### config.mk
export PLATFORM = sky130hd
export DESIGN_NAME = lut_layer_sequencer
export DESIGN_NICKNAME = d
export VERILOG_FILES = /design/src/rtl/lut_layer_pkg.sv /design/src/rtl/lut_table_mem.sv /design/src/rtl/lut_layer_sequencer.sv
export SDC_FILE = /design/constraint.sdc
export NUM_CORES = 1
export LEC_CHECK = 0
export CORE_ASPECT_RATIO = 0.75
export CORE_UTILIZATION = 50
export DETAILED_ROUTE_END_ITERATION = 8
export PLACE_DENSITY = 0.8
export RECOVER_POWER = 25
export SETUP_SLACK_MARGIN = 0.2
export SLEW_MARGIN = 20
export SYNTH_ARGS = -nofsm -noshare
export SYNTH_HDL_FRONTEND = slang
export SYNTH_SLANG_ARGS = --single-unit
### constraint.sdc
create_clock -name clk -period 2.8 [get_ports clk]
set_clock_uncertainty 0.05 [all_clocks]
set_input_delay 0.56 -clock clk [delete_from_list [all_inputs] [get_ports clk]]
set_output_delay 0.56 -clock clk [all_outputs]
set_load 0.05 [all_outputs]
### src/rtl/lut_layer_pkg.sv
// Shared definitions for the time-multiplexed LogicNets layer: geometry, FSM
// states, connectivity map, trained truth tables and table-address helpers.
package lut_layer_pkg;

    localparam int N_IN   = 8;
    localparam int N_NEUR = 16;
    localparam int FANIN  = 2;
    localparam int BW     = 2;

    function automatic int neur_width();
        return $clog2(N_NEUR);
    endfunction

    function automatic int idx_width();
        return FANIN * BW;
    endfunction

    function automatic int addr_width();
        return neur_width() + idx_width();
    endfunction

    localparam int NEUR_W = neur_width();
    localparam int IDX_W  = idx_width();
    localparam int ADDR_W = addr_width();
    localparam int TT_W   = (1 << IDX_W) * BW;
    localparam logic [NEUR_W-1:0] LAST_NEUR = NEUR_W'(N_NEUR - 1);

    typedef enum logic [1:0] {
        IDLE,
        EVAL,
        DONE
    } state_t;

    // CONN[n][k] is the input activation feeding fan-in slot k of neuron n.
    localparam int CONN [N_NEUR][FANIN] = '{
        '{0, 3}, '{1, 4}, '{2, 5}, '{3, 6}, '{4, 7}, '{5, 0}, '{6, 1}, '{7, 2},
        '{0, 5}, '{1, 6}, '{2, 7}, '{3, 0}, '{4, 1}, '{5, 2}, '{6, 3}, '{7, 4}
    };

    // Trained truth tables, one packed word per neuron; entry i sits at [i*BW +: BW].
    localparam logic [TT_W-1:0] TT_INIT [N_NEUR] = '{
        32'hE4E4_1B1B, 32'h9C63_A5F0, 32'h0FF0_3CC3, 32'h5A5A_C936,
        32'h7E81_24DB, 32'hB4D2_6A95, 32'h1234_5678, 32'h89AB_CDEF,
        32'hF00F_55AA, 32'h3C96_E1A7, 32'hD2B4_8E71, 32'h6969_9696,
        32'hA0B1_C2D3, 32'h4E2D_7B18, 32'hC3A5_5AC3, 32'h2F4B_87E1
    };

    function automatic logic [BW-1:0] rom_entry(input logic [ADDR_W-1:0] addr);
        return TT_INIT[addr[ADDR_W-1 -: NEUR_W]][addr[IDX_W-1:0] * BW +: BW];
    endfunction

endpackage

### src/rtl/lut_table_mem.sv
// Shared neuron truth-table store with one registered read port. With LUT_PROG_EN
// it is a writable RAM that must be loaded through the write port before use;
// otherwise it is a ROM holding the trained tables.
module lut_table_mem
    import lut_layer_pkg::*;
(
    input  logic              clk,
`ifdef LUT_PROG_EN
    input  logic              we,
    input  logic [ADDR_W-1:0] wr_addr,
    input  logic [BW-1:0]     wr_data,
`endif
    input  logic [ADDR_W-1:0] rd_addr,
    output logic [BW-1:0]     rd_data
);

`ifdef LUT_PROG_EN
    logic [BW-1:0] mem [1 << ADDR_W];

    // NOTE: the storage array has no reset: it maps onto distributed RAM, and a
    // reset must leave programmed tables intact.
    always_ff @(posedge clk) begin
        if (we) begin
            mem[wr_addr] <= wr_data;
        end
        rd_data <= mem[rd_addr];
    end
`else
    always_ff @(posedge clk) begin
        rd_data <= rom_entry(rd_addr);
    end
`endif

endmodule

### src/rtl/lut_layer_sequencer.sv
// Walks the layer one neuron per cycle through a shared truth-table memory and
// assembles the output activation vector. LUT_PROG_EN adds a table write port.
module lut_layer_sequencer
    import lut_layer_pkg::*;
(
    input  logic                 clk,
    input  logic                 rst_n,
    input  logic                 in_valid,
    output logic                 in_ready,
    input  logic [N_IN*BW-1:0]   in_data,
    output logic                 out_valid,
    input  logic                 out_ready,
    output logic [N_NEUR*BW-1:0] out_data,
    output logic                 busy
`ifdef LUT_PROG_EN
    ,
    input  logic                 prog_we,
    input  logic [ADDR_W-1:0]    prog_addr,
    input  logic [BW-1:0]        prog_data
`endif
);

    state_t              state;
    logic [NEUR_W-1:0]   cnt;
    logic [NEUR_W-1:0]   rd_neur;
    logic                issue;
    logic                rd_valid;
    logic [N_IN*BW-1:0]  in_reg;
    logic [IDX_W-1:0]    idx;
    logic [ADDR_W-1:0]   rd_addr;
    logic [BW-1:0]       rd_data;
    logic                accept;

`ifdef LUT_PROG_EN
    logic mem_we;

    // Programming wins over a simultaneous input vector in IDLE.
    assign mem_we   = prog_we && (state == IDLE);
    assign in_ready = (state == IDLE) && !prog_we;
`else
    assign in_ready = (state == IDLE);
`endif

    assign accept = in_valid && in_ready;
    assign busy   = (state != IDLE);

    // NOTE: every always_comb output gets a default before the loop so no
    // path through the block can leave it unassigned and infer a latch.
    always_comb begin
        idx = '0;
        for (int k = 0; k < FANIN; k++) begin
            idx[k*BW +: BW] = in_reg[CONN[cnt][k]*BW +: BW];
        end
    end

    assign rd_addr = {cnt, idx};

    lut_table_mem u_table (
        .clk     (clk),
`ifdef LUT_PROG_EN
        .we      (mem_we),
        .wr_addr (prog_addr),
        .wr_data (prog_data),
`endif
        .rd_addr (rd_addr),
        .rd_data (rd_data)
    );

    // NOTE: state registers use non-blocking assignments so every flop samples
    // pre-edge values, e.g. rd_neur captures cnt before it advances.
    always_ff @(posedge clk or negedge rst_n) begin
        if (!rst_n) begin
            state     <= IDLE;
            cnt       <= '0;
            issue     <= 1'b0;
            rd_valid  <= 1'b0;
            rd_neur   <= '0;
            in_reg    <= '0;
            out_data  <= '0;
            out_valid <= 1'b0;
        end else begin
            // The table read lags its address by one cycle; track which neuron it belongs to.
            rd_valid <= issue;
            rd_neur  <= cnt;
            case (state)
                IDLE: begin
                    if (accept) begin
                        in_reg <= in_data;
                        cnt    <= '0;
                        issue  <= 1'b1;
                        state  <= EVAL;
                    end
                end
                EVAL: begin
                    if (issue) begin
                        if (cnt == LAST_NEUR) begin
                            issue <= 1'b0;
                        end else begin
                            cnt <= cnt + 1'b1;
                        end
                    end
                    if (rd_valid) begin
                        out_data[rd_neur*BW +: BW] <= rd_data;
                        if (rd_neur == LAST_NEUR) begin
                            state     <= DONE;
                            out_valid <= 1'b1;
                        end
                    end
                end
                DONE: begin
                    if (out_ready) begin
                        state     <= IDLE;
                        out_valid <= 1'b0;
                    end
                end
                default: state <= IDLE;
            endcase
        end
    end

endmodule
==> run_results.csv <==
group,metric,value,unit
worst_setup_path,cp_top_family,"multiplexers",
global_route,antenna_found_initial,0,
sta,finalWorstSetupSlack,0.202,ns
worst_setup_path,endpoint_kind,"register",
finish,multi_input_area,2430,µm²
worst_setup_path,path_max_fanout,19,
route,routedWlPerCell,16.9,µm
synthesis,async_flop_share,96.8,%
status,status,"completed",
flow_run,maxCapViolCount,0,
finish,antenna_cells,0,
floorplan,start_util,52.2,%
floorplan,die_w,107,µm
clock_tree,h-tree-depth,3,
synthesis,synthDistinctLibCells,51,
worst_setup_path,r2r_slack,0.20,ns
global_route,grtUsageTotal,26.1,%
finish,largest_reg_flops,32,
route,drt-pass1-iter-count,5,
floorplan,core,7950,µm²
worst_setup_path,worstPathRequired,2.97,ns
worst_setup_path,crit_buf_inv,1,
floorplan,io_pins,55,
global_route,use_met2,42.8,%
route,routed_wl,10.5,mm
synthesis,synth_nets,483,
synthesis,netlist.top_cell.by_area,"dfrtp_1",
synthesis,seq_area_frac_synth,37.8,%
route,vias_per_cell,5.98,
global_route,globalRouteMet1Util,35.9,%
clock_tree,cts_buffers,9,
finish,fillers,679,
synthesis,avgSynthCellArea,9.20,µm²
placement,place_area,4860,µm²
floorplan,die-area,8670,µm²
sta,hold_viol_final,0,
route,vias,3708,
clock_tree,cts-root-buf,"clkbuf_8",
worst_setup_path,cp-start-kind,"register",
sta,rsz0062_at_grt,"no",
global_route,grt_pass1_wl,17.6,mm
worst_setup_path,max_stage_delay,0.64,ns
worst_setup_path,path_cells,"buf_12, nand2b_4, nand2_4, mux2i_1, mux4_2, a21oi_4, mux2i_1, mux2_2",
synthesis,synthesis.area,4150,µm²
hold_path,hold_class,"reg2reg",
finish,finalNetCount,542,
synthesis,ys_ff_latch,63,
worst_setup_path,cp.arrival,2.77,ns
clock_tree,clk-insertion-delay-late,0.34,ns
sta,relSlewSlack,13.5,%
synthesis,synth-edff-count,0,
finish,area_growth,23.2,%
route,drc,0,
worst_setup_path,slowest_stage,"dfrtp_1",
floorplan,row_count,28,
sta,maxSlewViolCount,0,
floorplan,die_y,80.9,µm
placement,io_buffers,54,
global_route,grt-ovfl-total,0,
global_route,grt_busiest_layer,"met2",
placement,hpwl,7.66,mm
sta,fin_setup_tns,0,ns
worst_setup_path,cp_common_cell,"mux2i_1",
placement,pre_cts_ws,0.225,ns
global_route,grt_pass1_vias,3507,
finish,drive_above_1_share,17.5,%
sta,fin_crit,2.60,ns
synthesis,yosysMostFrequentCell,"nand2_1",
sta,clock.fmax,385,MHz
synthesis,synth-main-ff-cell,"dfrtp_1",
clock_tree,cts_sinks,63,
sta,post-route-period-util,92.8,%
synthesis,yosysWarnings,0,
global_route,grt_max_degree,36,
route,first_iter_violations,429,
placement,place_congestion,0.964,
sta,finalSetupViolations,0,
finish,final_cell_area,5110,µm²
sta,worstMarginPinSlew,1.30,ns
sta,holdWs,0.389,ns
global_route,grtUsageMet3,5.22,%
synthesis,synth.top_cell.area_share,36.8,%
synthesis,synth_area_leaders,"dfrtp_1 37%, mux2_2 9.2%, nand2_1 7.3%, mux2i_1 6.3%, o21ai_0 4.2%",
synthesis,netlist_instances,451,
clock_tree,cts.clk_slew.worst_paths,0.07,ns
finish,register_area,1570,µm²
clock_tree,cts_tree,"yes",
worst_setup_path,critPathKind,"reg2reg",
synthesis,synth_common_cells,"81 x nand2_1, 61 x dfrtp_1, 35 x o21ai_0",
route,antenna_left,0,
clock_tree,clock_path_buffers,2,
==> final timing paths <==
kind,from,endpoint,cells past startpoint
setup / recovery,cnt[2]$_DFFE_PN0P_,u_table.rd_data[0]$_DFF_P_,8
hold / removal,issue$_DFFE_PN0P_,rd_valid$_DFF_PN0_,0
setup reg to reg,cnt[2]$_DFFE_PN0P_,u_table.rd_data[0]$_DFF_P_,8
hold reg to reg,issue$_DFFE_PN0P_,rd_valid$_DFF_PN0_,0
max in group asynchronous,rst_n,out_data[3]$_DFFE_PN0P_,3
min in group asynchronous,rst_n,out_data[20]$_DFFE_PN0P_,2
==> metrics by stage <==
step           std cells  util (%)
4_1_cts              618      64.0
3_5_place_dp         601      61.2
3_3_place_gp         601      61.2
6_report             620      64.3
5_1_grt              620      64.3
2_1_floorplan        451         -
==> final cells by class <==
type	count	share of cell area (%)
well taps	105	2.57
clock inverters	6	1.64
flip-flops and latches	63	30.7
repair buffers	76	14.1
clock buffers	10	2.50
multi-input cells	346	47.5
inverters	14	1.03
==> kinds of logic after synthesis <==
logic type      count (synthesis)  synth area share [%]
simple gates                  166                  18.4
compound gates                 93                  13.5
mux                            69                  20.6
flops                          63                  37.8
buf+inv                        42                  4.40
fa+ha+maj                      12                  3.62
xor+xnor                        6                  1.72
==> layout by cell type (no fill, tap or decap), drive strengths merged, types with 9 or more instances in the layout <==
| master | Yosys | routed |
|---|---|---|
| ha | 12 | 12 |
| buf | 14 | 19 |
| nor2 | 25 | 25 |
| dfrtp | 61 | 61 |
| nand2b | 9 | 9 |
| a211oi | 9 | 9 |
| o21ai | 35 | 35 |
| clkdlybuf4s50 | 0 | 53 |
| clkbuf | 14 | 13 |
| a21oi | 27 | 27 |
| inv | 13 | 14 |
| nand2 | 82 | 82 |
| nand3 | 20 | 20 |
| mux2i | 27 | 27 |
| mux2 | 34 | 34 |
| nor3 | 9 | 9 |
==> metal layers <==
layer / vias to the layer above / share of wire [%]
met1: 1780 / 44
li1: 1715 / -
met3: 19 / 7.4
met4: 0 / 1.4
met5: - / 0
met2: 194 / 47
==> what timing repair did <==
item / CTS / global route
endpoints found under the hold margin: 1 / 0
hold buffers: 1 / 0
setup endpoints to repair: 1 / 2
setup buffers: 0 / 2
resized for setup: 1 / 4
pin swaps: 0 / 1
==> worst register-to-register path: cells and delay by family (launching register included) <==
kind | cells | cell delay (ns)
compound gates | 1 | 0.26
buf+inv | 1 | 0.23
mux | 4 | 1.06
simple gates | 2 | 0.26
flops | 1 | 0.64
Power is not shown: default switching activity piles up to over one toggle a cycle in this logic, so the estimate is an artifact.
